File: config.mk
export PLATFORM = sky130hd
export DESIGN_NAME = ttt_game_ctrl_flat
export DESIGN_NICKNAME = d
export VERILOG_FILES = /design/src/rtl/ttt_pkg.sv /design/src/rtl/ttt_game_ctrl_if.sv /design/src/rtl/ttt_win_check.sv /design/src/rtl/ttt_game_ctrl.sv /design/src/flat_wrapper.sv
export SDC_FILE = /design/constraint.sdc
export NUM_CORES = 1
export LEC_CHECK = 0
export CAP_MARGIN = 20
export CORE_UTILIZATION = 53
export DETAILED_ROUTE_END_ITERATION = 16
export PLACE_DENSITY = 0.81
export SLEW_MARGIN = 40
export SYNTH_ARGS = -nofsm -noshare
export SYNTH_HDL_FRONTEND = slang
export SYNTH_SLANG_ARGS = --single-unit
File: constraint.sdc
create_clock -name CLK -period 4.05 [get_ports CLK]
set_input_delay 0.81 -clock CLK [delete_from_list [all_inputs] [get_ports CLK]]
set_output_delay 0.81 -clock CLK [all_outputs]
set_load 0.05 [all_outputs]
File: src/rtl/ttt_pkg.sv
// Shared types for the tic-tac-toe game controller: move/colour codes, FSM states,
// winning-line table and cell-index helpers. Cells are numbered n = row*3 + col.
package ttt_pkg;

  localparam logic [2:0] MV_UP    = 3'b000;
  localparam logic [2:0] MV_LEFT  = 3'b001;
  localparam logic [2:0] MV_RIGHT = 3'b011;
  localparam logic [2:0] MV_DOWN  = 3'b010;
  localparam logic [2:0] MV_SPACE = 3'b100;
  localparam logic [2:0] MV_NONE  = 3'b111;

  localparam logic [2:0] COL_EMPTY  = 3'b000;
  localparam logic [2:0] COL_CURSOR = 3'b011;
  localparam logic [2:0] COL_P1     = 3'b001;
  localparam logic [2:0] COL_P2     = 3'b010;
  localparam logic [2:0] COL_WIN    = 3'b110;
  localparam logic [2:0] COL_BLINK  = 3'b111;

  typedef logic [1:0] mark_t;
  localparam mark_t MARK_NONE = 2'b00;
  localparam mark_t MARK_P1   = 2'b01;

  typedef enum logic [3:0] {
    INIT, IDLE, ACK, MOVE_OLD, MOVE_NEW, PLACE, CHECK, WIN_PAINT, WAIT_LOW
  } state_e;

  // Board-memory write word; lands on target[7:0]
  typedef struct packed {
    logic [1:0] col;
    logic [1:0] row;
    logic       pad;
    logic [2:0] colour;
  } tgt_t;

  // Rows 0-2, columns 0-2, main diagonal, anti-diagonal; lower index wins ties
  localparam logic [3:0] LINE_TBL [8][3] = '{
    '{4'd0, 4'd1, 4'd2}, '{4'd3, 4'd4, 4'd5}, '{4'd6, 4'd7, 4'd8},
    '{4'd0, 4'd3, 4'd6}, '{4'd1, 4'd4, 4'd7}, '{4'd2, 4'd5, 4'd8},
    '{4'd0, 4'd4, 4'd8}, '{4'd2, 4'd4, 4'd6}};

  function automatic logic [3:0] cell_n(input logic [1:0] col, input logic [1:0] row);
    return {2'b00, row} * 4'd3 + {2'b00, col};
  endfunction

  function automatic logic [1:0] div3(input logic [3:0] n);
    return (n >= 4'd6) ? 2'd2 : (n >= 4'd3) ? 2'd1 : 2'd0;
  endfunction

  function automatic logic [1:0] mod3(input logic [3:0] n);
    logic [3:0] r;
    r = n - {2'b00, div3(n)} * 4'd3;
    return r[1:0];
  endfunction

  function automatic logic [2:0] disp_col(input mark_t m, input logic cursor);
    if (m == MARK_P1)   return COL_P1;
    if (m != MARK_NONE) return COL_P2;
    return cursor ? COL_CURSOR : COL_EMPTY;
  endfunction

  function automatic tgt_t mk_tgt(input logic [1:0] col, input logic [1:0] row,
                                  input logic [2:0] colour);
    tgt_t t;
    t.col = col; t.row = row; t.pad = 1'b0; t.colour = colour;
    return t;
  endfunction

endpackage

File: src/rtl/ttt_game_ctrl_if.sv
// Key-decoder request/acknowledge handshake plus the VGA board-memory write port.
interface ttt_game_ctrl_if;
  logic [2:0]  move;
  logic        new_button;
  logic        move_ready;
  logic [31:0] target;
  logic        target_save;

  modport master (output move, new_button, input move_ready, target, target_save);
  modport slave  (input move, new_button, output move_ready, target, target_save);
endinterface

File: src/rtl/ttt_win_check.sv
// Combinational line/full detector for the board as seen by the player who just moved.
module ttt_win_check
  import ttt_pkg::*;
(
  input  logic [8:0][1:0] board_i,
  input  logic            player_i,
  output logic            win_o,
  output logic [2:0]      line_o,
  output logic            full_o
);
  mark_t mark;
  assign mark = {player_i, ~player_i};

  always_comb begin
    win_o  = 1'b0;
    line_o = 3'd0;
    full_o = 1'b1;
    for (int c = 0; c < 9; c++)
      if (board_i[c] == MARK_NONE) full_o = 1'b0;
    // Descending scan so the lowest-index winning line is the one reported
    for (int l = 7; l >= 0; l--)
      if (board_i[LINE_TBL[l][0]] == mark && board_i[LINE_TBL[l][1]] == mark &&
          board_i[LINE_TBL[l][2]] == mark) begin
        win_o  = 1'b1;
        line_o = 3'(l);
      end
  end
endmodule

File: src/rtl/ttt_game_ctrl.sv
// Two-player tic-tac-toe controller: key handshake, cursor, board, win/draw, repaint.
// Optional macro CURSOR_BLINK_EN adds a blinking cursor repaint while idle.
module ttt_game_ctrl
  import ttt_pkg::*;
#(
  parameter int BLINK_CYCLES = 25000000
) (
  input  logic           CLK,
  input  logic           CPU_RESETN,
  ttt_game_ctrl_if.slave kb,
  output logic           cur_player,
  output logic           game_over,
  output logic [1:0]     winner
);
  state_e          state_q;
  logic [3:0]      idx_q;
  logic [2:0]      move_q, line_q;
  logic [1:0]      col_q, row_q, col_d, row_d, winner_q;
  logic [8:0][1:0] board_q;
  logic            player_q, over_q, ready_q, save_q;
  tgt_t            tgt_q;
  logic [3:0]      cur_n, new_n, win_n;
  logic            win, full, blink_tick, blink_ph;
  logic [2:0]      win_line;
  mark_t           my_mark;

  assign cur_n   = cell_n(col_q, row_q);
  assign new_n   = cell_n(col_d, row_d);
  assign win_n   = LINE_TBL[line_q][idx_q[1:0]];
  assign my_mark = {player_q, ~player_q};

  always_comb begin
    col_d = col_q;
    row_d = row_q;
    case (move_q)
      MV_UP:    row_d = (row_q == 2'd0) ? 2'd2 : row_q - 2'd1;
      MV_DOWN:  row_d = (row_q == 2'd2) ? 2'd0 : row_q + 2'd1;
      MV_LEFT:  col_d = (col_q == 2'd0) ? 2'd2 : col_q - 2'd1;
      MV_RIGHT: col_d = (col_q == 2'd2) ? 2'd0 : col_q + 2'd1;
      default: ;
    endcase
  end

  ttt_win_check u_win (
    .board_i (board_q), .player_i (player_q),
    .win_o   (win),     .line_o   (win_line), .full_o (full)
  );

`ifdef CURSOR_BLINK_EN
  localparam int BW = $clog2(BLINK_CYCLES + 1);
  logic [BW-1:0] blink_cnt_q;
  logic          blink_ph_q;

  assign blink_tick = (blink_cnt_q == BW'(BLINK_CYCLES - 1));
  assign blink_ph   = blink_ph_q;

  always_ff @(posedge CLK or negedge CPU_RESETN) begin
    if (!CPU_RESETN) begin
      blink_cnt_q <= '0;
      blink_ph_q  <= 1'b0;
    end else begin
      blink_cnt_q <= blink_tick ? '0 : blink_cnt_q + 1'b1;
      if (state_q == MOVE_OLD || state_q == PLACE) blink_ph_q <= 1'b0;
      else if (blink_tick)                         blink_ph_q <= ~blink_ph_q;
    end
  end
`else
  logic unused_blink;
  assign unused_blink = (BLINK_CYCLES == 0);
  assign blink_tick   = 1'b0;
  assign blink_ph     = 1'b0;
`endif

  always_ff @(posedge CLK or negedge CPU_RESETN) begin
    if (!CPU_RESETN) begin
      state_q  <= INIT;
      idx_q    <= '0;
      move_q   <= MV_NONE;
      line_q   <= '0;
      col_q    <= 2'd1;
      row_q    <= 2'd1;
      winner_q <= 2'b00;
      board_q  <= '0;
      player_q <= 1'b0;
      over_q   <= 1'b0;
      ready_q  <= 1'b0;
      save_q   <= 1'b0;
      tgt_q    <= '0;
    end else begin
      ready_q <= 1'b0;
      save_q  <= 1'b0;
      case (state_q)
        INIT: begin
          save_q <= 1'b1;
          tgt_q  <= mk_tgt(div3(idx_q), mod3(idx_q),
                           (div3(idx_q) == col_q && mod3(idx_q) == row_q) ? COL_CURSOR : COL_EMPTY);
          idx_q  <= idx_q + 4'd1;
          if (idx_q == 4'd8) begin
            idx_q   <= '0;
            state_q <= IDLE;
          end
        end
        IDLE: begin
          if (kb.new_button) begin
            move_q  <= kb.move;
            ready_q <= 1'b1;
            state_q <= ACK;
          end
          if (blink_tick && !over_q) begin
            save_q <= 1'b1;
            tgt_q  <= mk_tgt(col_q, row_q, blink_ph ? disp_col(board_q[cur_n], 1'b1) : COL_BLINK);
          end
        end
        ACK: begin
          if (over_q) begin
            if (move_q == MV_SPACE) begin
              board_q  <= '0;
              player_q <= 1'b0;
              over_q   <= 1'b0;
              winner_q <= 2'b00;
              col_q    <= 2'd1;
              row_q    <= 2'd1;
              idx_q    <= '0;
              state_q  <= INIT;
            end else state_q <= WAIT_LOW;
          end else begin
            case (move_q)
              MV_UP, MV_LEFT, MV_RIGHT, MV_DOWN: state_q <= MOVE_OLD;
              MV_SPACE:                          state_q <= PLACE;
              default:                           state_q <= WAIT_LOW;
            endcase
          end
        end
        MOVE_OLD: begin
          save_q  <= 1'b1;
          tgt_q   <= mk_tgt(col_q, row_q, disp_col(board_q[cur_n], 1'b0));
          state_q <= MOVE_NEW;
        end
        MOVE_NEW: begin
          col_q   <= col_d;
          row_q   <= row_d;
          save_q  <= 1'b1;
          tgt_q   <= mk_tgt(col_d, row_d, disp_col(board_q[new_n], 1'b1));
          state_q <= WAIT_LOW;
        end
        PLACE: begin
          if (board_q[cur_n] != MARK_NONE) state_q <= WAIT_LOW;
          else begin
            board_q[cur_n] <= my_mark;
            save_q         <= 1'b1;
            tgt_q          <= mk_tgt(col_q, row_q, disp_col(my_mark, 1'b0));
            state_q        <= CHECK;
          end
        end
        CHECK: begin
          if (win) begin
            winner_q <= my_mark;
            over_q   <= 1'b1;
            line_q   <= win_line;
            idx_q    <= '0;
            state_q  <= WIN_PAINT;
          end else if (full) begin
            winner_q <= 2'b11;
            over_q   <= 1'b1;
            state_q  <= WAIT_LOW;
          end else begin
            player_q <= ~player_q;
            state_q  <= WAIT_LOW;
          end
        end
        WIN_PAINT: begin
          save_q <= 1'b1;
          tgt_q  <= mk_tgt(mod3(win_n), div3(win_n), COL_WIN);
          idx_q  <= idx_q + 4'd1;
          if (idx_q == 4'd2) begin
            idx_q   <= '0;
            state_q <= WAIT_LOW;
          end
        end
        WAIT_LOW: if (!kb.new_button) state_q <= IDLE;
        default:  state_q <= INIT;
      endcase
    end
  end

  assign kb.move_ready  = ready_q;
  assign kb.target_save = save_q;
  assign kb.target      = {24'd0, tgt_q};
  assign cur_player     = player_q;
  assign game_over      = over_q;
  assign winner         = winner_q;
endmodule

File: src/flat_wrapper.sv
// flat-port wrapper written by rule: the top's interface ports become plain ports
module ttt_game_ctrl_flat import ttt_pkg::*;
#(
  parameter int BLINK_CYCLES = 25000000
)
  (CLK, CPU_RESETN, cur_player, game_over, winner, kb_move, kb_new_button, kb_move_ready, kb_target, kb_target_save);
  ttt_game_ctrl_if kb_i ();
  input  logic CLK;
  input  logic CPU_RESETN;
  output logic cur_player;
  output logic game_over;
  output logic [1:0] winner;
  input wire logic [$bits(kb_i.move)-1:0] kb_move;
  input wire logic [$bits(kb_i.new_button)-1:0] kb_new_button;
  output wire logic [$bits(kb_i.move_ready)-1:0] kb_move_ready;
  output wire logic [$bits(kb_i.target)-1:0] kb_target;
  output wire logic [$bits(kb_i.target_save)-1:0] kb_target_save;
  assign kb_i.move = kb_move;
  assign kb_i.new_button = kb_new_button;
  assign kb_move_ready = kb_i.move_ready;
  assign kb_target = kb_i.target;
  assign kb_target_save = kb_i.target_save;
  ttt_game_ctrl #(.BLINK_CYCLES(BLINK_CYCLES)) u_core (.CLK(CLK), .CPU_RESETN(CPU_RESETN), .kb(kb_i), .cur_player(cur_player), .game_over(game_over), .winner(winner));
endmodule
==> results.md <==
- The clock-pin slew of the registers on the worst-case setup and hold paths is 0.10 ns.
- The number of buffers on the longest clock path is 2.
- The classification of the worst setup path is reg2reg.
- The required time of the critical path is 4.25 ns.
- The synthesis-to-layout area growth is 7.04%.
- For this design the top-level I/O count stands at 44.
- Global routing consumed, over all layers together, 26.2% of the routing resources.
- In the final layout, the share of cells above drive strength 1 is 11.8%.
- The post-route fraction of the period consumed by the critical path is 96.5%.
- The count of final max-slew check failures was 0.
- Entering global routing, the biggest net connects 50 pins.
- The vertical die dimension is 92.3 um.
- Adding up every negative setup slack in the final design gives 0 ns.
- The final route contains 3808 vias.
- Synthesis handed over a netlist of 491 instances.
- The endpoint of the worst register-to-register path is u_core.kb.target[1].
- The max-capacitance violation count is 0.
- The total count of hold-check failures in the final report was 0.
- Data on the critical path arrives at its endpoint at 4.10 ns.
- Of the synthesized area, sequential elements account for 28.5%.
- The global-route wire length before repair is 17800 um.
- The TritonCTS sink count is 49.
- The worst min-delay path startpoint is u_core.kb.target[7].
- In this run the worst path has a maximum fanout of 7.
- The number of DRC markers after the initial detailed-route iteration is 251.
- The layout has 706 filler cells.
- The total CTS buffers is 5.
- For met2 alone, demand over resource in global routing was 44.5%.
- Yosys mapped the design onto 81 distinct sky130hd cell types.
- The region available for standard cell placement spans 7810 um2.
- The areal power density over the cells is 825 nW/um2.
- Counting I/O delays and the setup requirement, the final critical path takes 3.91 ns.
- Sorting the synthesized cells by how often they occur yields 44 x sky130_fd_sc_hd__dfrtp_1, 41 x sky130_fd_sc_hd__inv_1, 28 x sky130_fd_sc_hd__o22ai_1.
- Grouping stages by cell kind, the critical path spends the most delay in adder cells.
- The initial antenna violation count is 0.
- The total wire length after detailed routing is 10900 um.
- The quantity of I/O buffers inserted on ports is 18.
- Among all cell types in the netlist, the one instantiated most often is sky130_fd_sc_hd__dfrtp_1.
- The total buffers and inverters traversed by the critical path is 2.
- The total of warnings raised by yosys is 0.
- The fraction of synthesis flops using an asynchronous set or reset pin is 100%.
- The detailed-route wire length per cell is 18.0 um.
- For this configuration, the core starts out at a cell density of 55.3%.
- The row count is 32.
- The run finished with clean final reports.
- The met3 global-route usage is 4.06%.
- Once detailed placement completed, the half-perimeter wirelength came to 8040 um.
- The slowest stage of the critical path is the sky130_fd_sc_hd__fa_2 cell.
- In this run the static leakage power is 0.00192 uW.
- The tree is rooted in a sky130_fd_sc_hd__clkbuf_8.
- The final routed DRC violation total is 0.
- met2 is the most crowded layer.
- The detailed-router iteration count before antenna repair is 5.
- For this run, global-route usage on met1 was measured as 32.8%.
- The maximum clock skew at final layout is 0.00820 ns.
- The net count of the finished layout is 527.
- The detail route stage leaves a number of antenna-violating nets equal to 0.
- The clock reaches the later pin of the worst-skew pair after 0.31 ns.
- The number of antenna diodes is 0.
- The congestion estimate from routability-driven global placement came to 0.956.
- The setup slack on the worst flop-to-flop path is 0.14 ns.
- Counting instances, the worst hold path has a depth of 1.
- The transition time at the pin with the least slew margin is 0.628 ns.
- The kind of end point of the critical path is a flip-flop.
- Traced cell by cell, the critical path runs through inv_2 > ha_2 > o21ai_0 > mux2_4 > fa_1 > ha_2 > inv_1 > fa_2 > mux2i_1 > o22ai_1 > o31ai_2 > o221a_2 > o221ai_2 > mux2_4.
- The worst hold path terminates at u_core.kb.target[7].
- The clock tree from TritonCTS is built.
- In this run, synthesis produced a sequential element count of 49.
- In the post-synthesis netlist, the biggest area contributors are sky130_fd_sc_hd__dfrtp_1 25%, sky130_fd_sc_hd__ha_1 5.2%, sky130_fd_sc_hd__buf_4 4.5%.
- The final core utilization is 59.2%.
- In the synthesized netlist the dominant register cell turns out to be sky130_fd_sc_hd__dfrtp_1.
- The aggregate global routing overflow is 0.
- The worst reg2reg path depth is 14.
- The mean instance size in the synthesized netlist is 8.80 um2.
- The number of global-route vias before repair is 3637.
- The synthesized netlist occupies a cell area of 4320 um2.
- The launch instance of the worst register-to-register path is u_core.row_q[0].
- In this design, the stage delay of the slowest critical-path cell is 0.64 ns.
- The number of failing setup endpoints in the final timing report is 0.
- For this design, the CTS-stage hold fixing added 0 buffers.
- The nature of the critical path startpoint is a flip-flop.
- The H-tree was split into 2 levels.
- Headroom to the max-slew limit came out at 58.1%.
- The detail-routed via count per cell is 6.33.
- The library cell with the largest summed area after synthesis is sky130_fd_sc_hd__dfrtp_1.
- The highest clock rate is 256 MHz.
- The number of enable-type register cells in the synthesized netlist is 0.
- VDD sags by at most 0.000525 V.
- The area enclosed by the die boundary is 8510 um2.
- Summed over its instances, the top area cell type makes up 25.5% of the synthesized netlist area.
- The die width is 92.3 um.
- The min-delay analysis places its worst path in the category reg2reg.
final cells by class:
| cell class | count | area, um2 | share of cell area (%) |
|---|---|---|---|
| multi-input cells | 374 | 2770 | 59.9 |
| inverters | 42 | 160 | 3.46 |
| well taps | 102 | 128 | 2.76 |
| clock buffers | 6 | 72.6 | 1.57 |
| flip-flops and latches | 49 | 1230 | 26.7 |
| repair buffers | 27 | 245 | 5.30 |
| clock inverters | 2 | 13.8 | 0.298 |
cells by family after synthesis:
logic type | count (synthesis) | share of synthesized area, %
buf+inv | 92 | 10.6
other cells | 1 | 0.0868
compound gates | 144 | 25.0
simple gates | 143 | 19.0
xor+xnor | 7 | 1.42
fa+ha+maj | 23 | 7.30
flops | 49 | 28.5
mux | 32 | 8.08
sequential cells by signal, summed over array words and instances, names as in the netlist:
name	count
u_core.winner	2
u_core.game_over	1
u_core.kb.target_save	1
u_core.move_q	3
u_core.board_q	18
u_core.kb.move_ready	1
u_core.line_q	3
u_core.col_q	2
u_core.row_q	2
u_core.kb.target	7
u_core.cur_player	1
u_core.idx_q	4
u_core.state_q	4
through the flow:
step	hold slack, ns	setup WS (ns)	std cells	cell area, um2	total power (uW)
finish	0.496	0.142	602	4620	3810
detailed placement	0.477	0.0285	592	4470	3340
global placement	0.467	0.169	592	4470	3270
CTS	0.500	0.00672	600	4550	3650
floorplan	0.493	0.0982	515	4410	2800
global route	0.518	-0.0395	602	4620	4100
worst max path at each step:
stage,from,end,slack [ns],cells past startpoint
floorplan,u_core.row_q[0],u_core.kb.target[1],0.1,15
CTS,u_core.row_q[0],u_core.kb.target[1],0.007,14
detailed placement,u_core.row_q[0],u_core.kb.target[1],0.03,14
global placement,u_core.row_q[0],u_core.kb.target[1],0.17,14
finish,u_core.row_q[0],u_core.kb.target[1],0.14,14
global route,u_core.row_q[0],u_core.kb.target[1],-0.04,16
metal layers:
| layer | share of wire, % | vias to the layer above | wire, um |
|---|---|---|---|
| met5 | 0 | - | 0 |
| met4 | 3.4 | 0 | 369 |
| li1 | - | 1775 | - |
| met1 | 42 | 1824 | 4520 |
| met3 | 6.8 | 36 | 742 |
| met2 | 48 | 173 | 5220 |
cell usage in the layout, fill, tap and decap left out, types with 7 or more instances in the layout:
| cell | instances |
|---|---|
| sky130_fd_sc_hd__a22oi_1 | 16 |
| sky130_fd_sc_hd__ha_1 | 15 |
| sky130_fd_sc_hd__a21oi_1 | 18 |
| sky130_fd_sc_hd__inv_1 | 37 |
| sky130_fd_sc_hd__dfrtp_1 | 44 |
| sky130_fd_sc_hd__nand3_1 | 14 |
| sky130_fd_sc_hd__nor2b_1 | 10 |
| sky130_fd_sc_hd__o22ai_1 | 28 |
| sky130_fd_sc_hd__mux2i_1 | 18 |
| sky130_fd_sc_hd__nor3b_1 | 7 |
| sky130_fd_sc_hd__clkdlybuf4s50_1 | 17 |
| sky130_fd_sc_hd__o21ai_0 | 7 |
| sky130_fd_sc_hd__buf_4 | 10 |
| sky130_fd_sc_hd__nor2_1 | 27 |
| sky130_fd_sc_hd__nand2_1 | 24 |
| sky130_fd_sc_hd__nand2b_1 | 15 |
| sky130_fd_sc_hd__conb_1 | 25 |
where the power goes:
part           total (uW)  switching, uW  internal [uW]
registers             865            228            637
clock network         299            175            124
logic                2650           1540           1110
timing repair:
item / in CTS / in global routing
endpoints found under the setup margin: 0 / 2
gates resized for setup: 0 / 17
setup buffers: 0 / 2
Note: power is estimated with default switching activity, not from simulation.
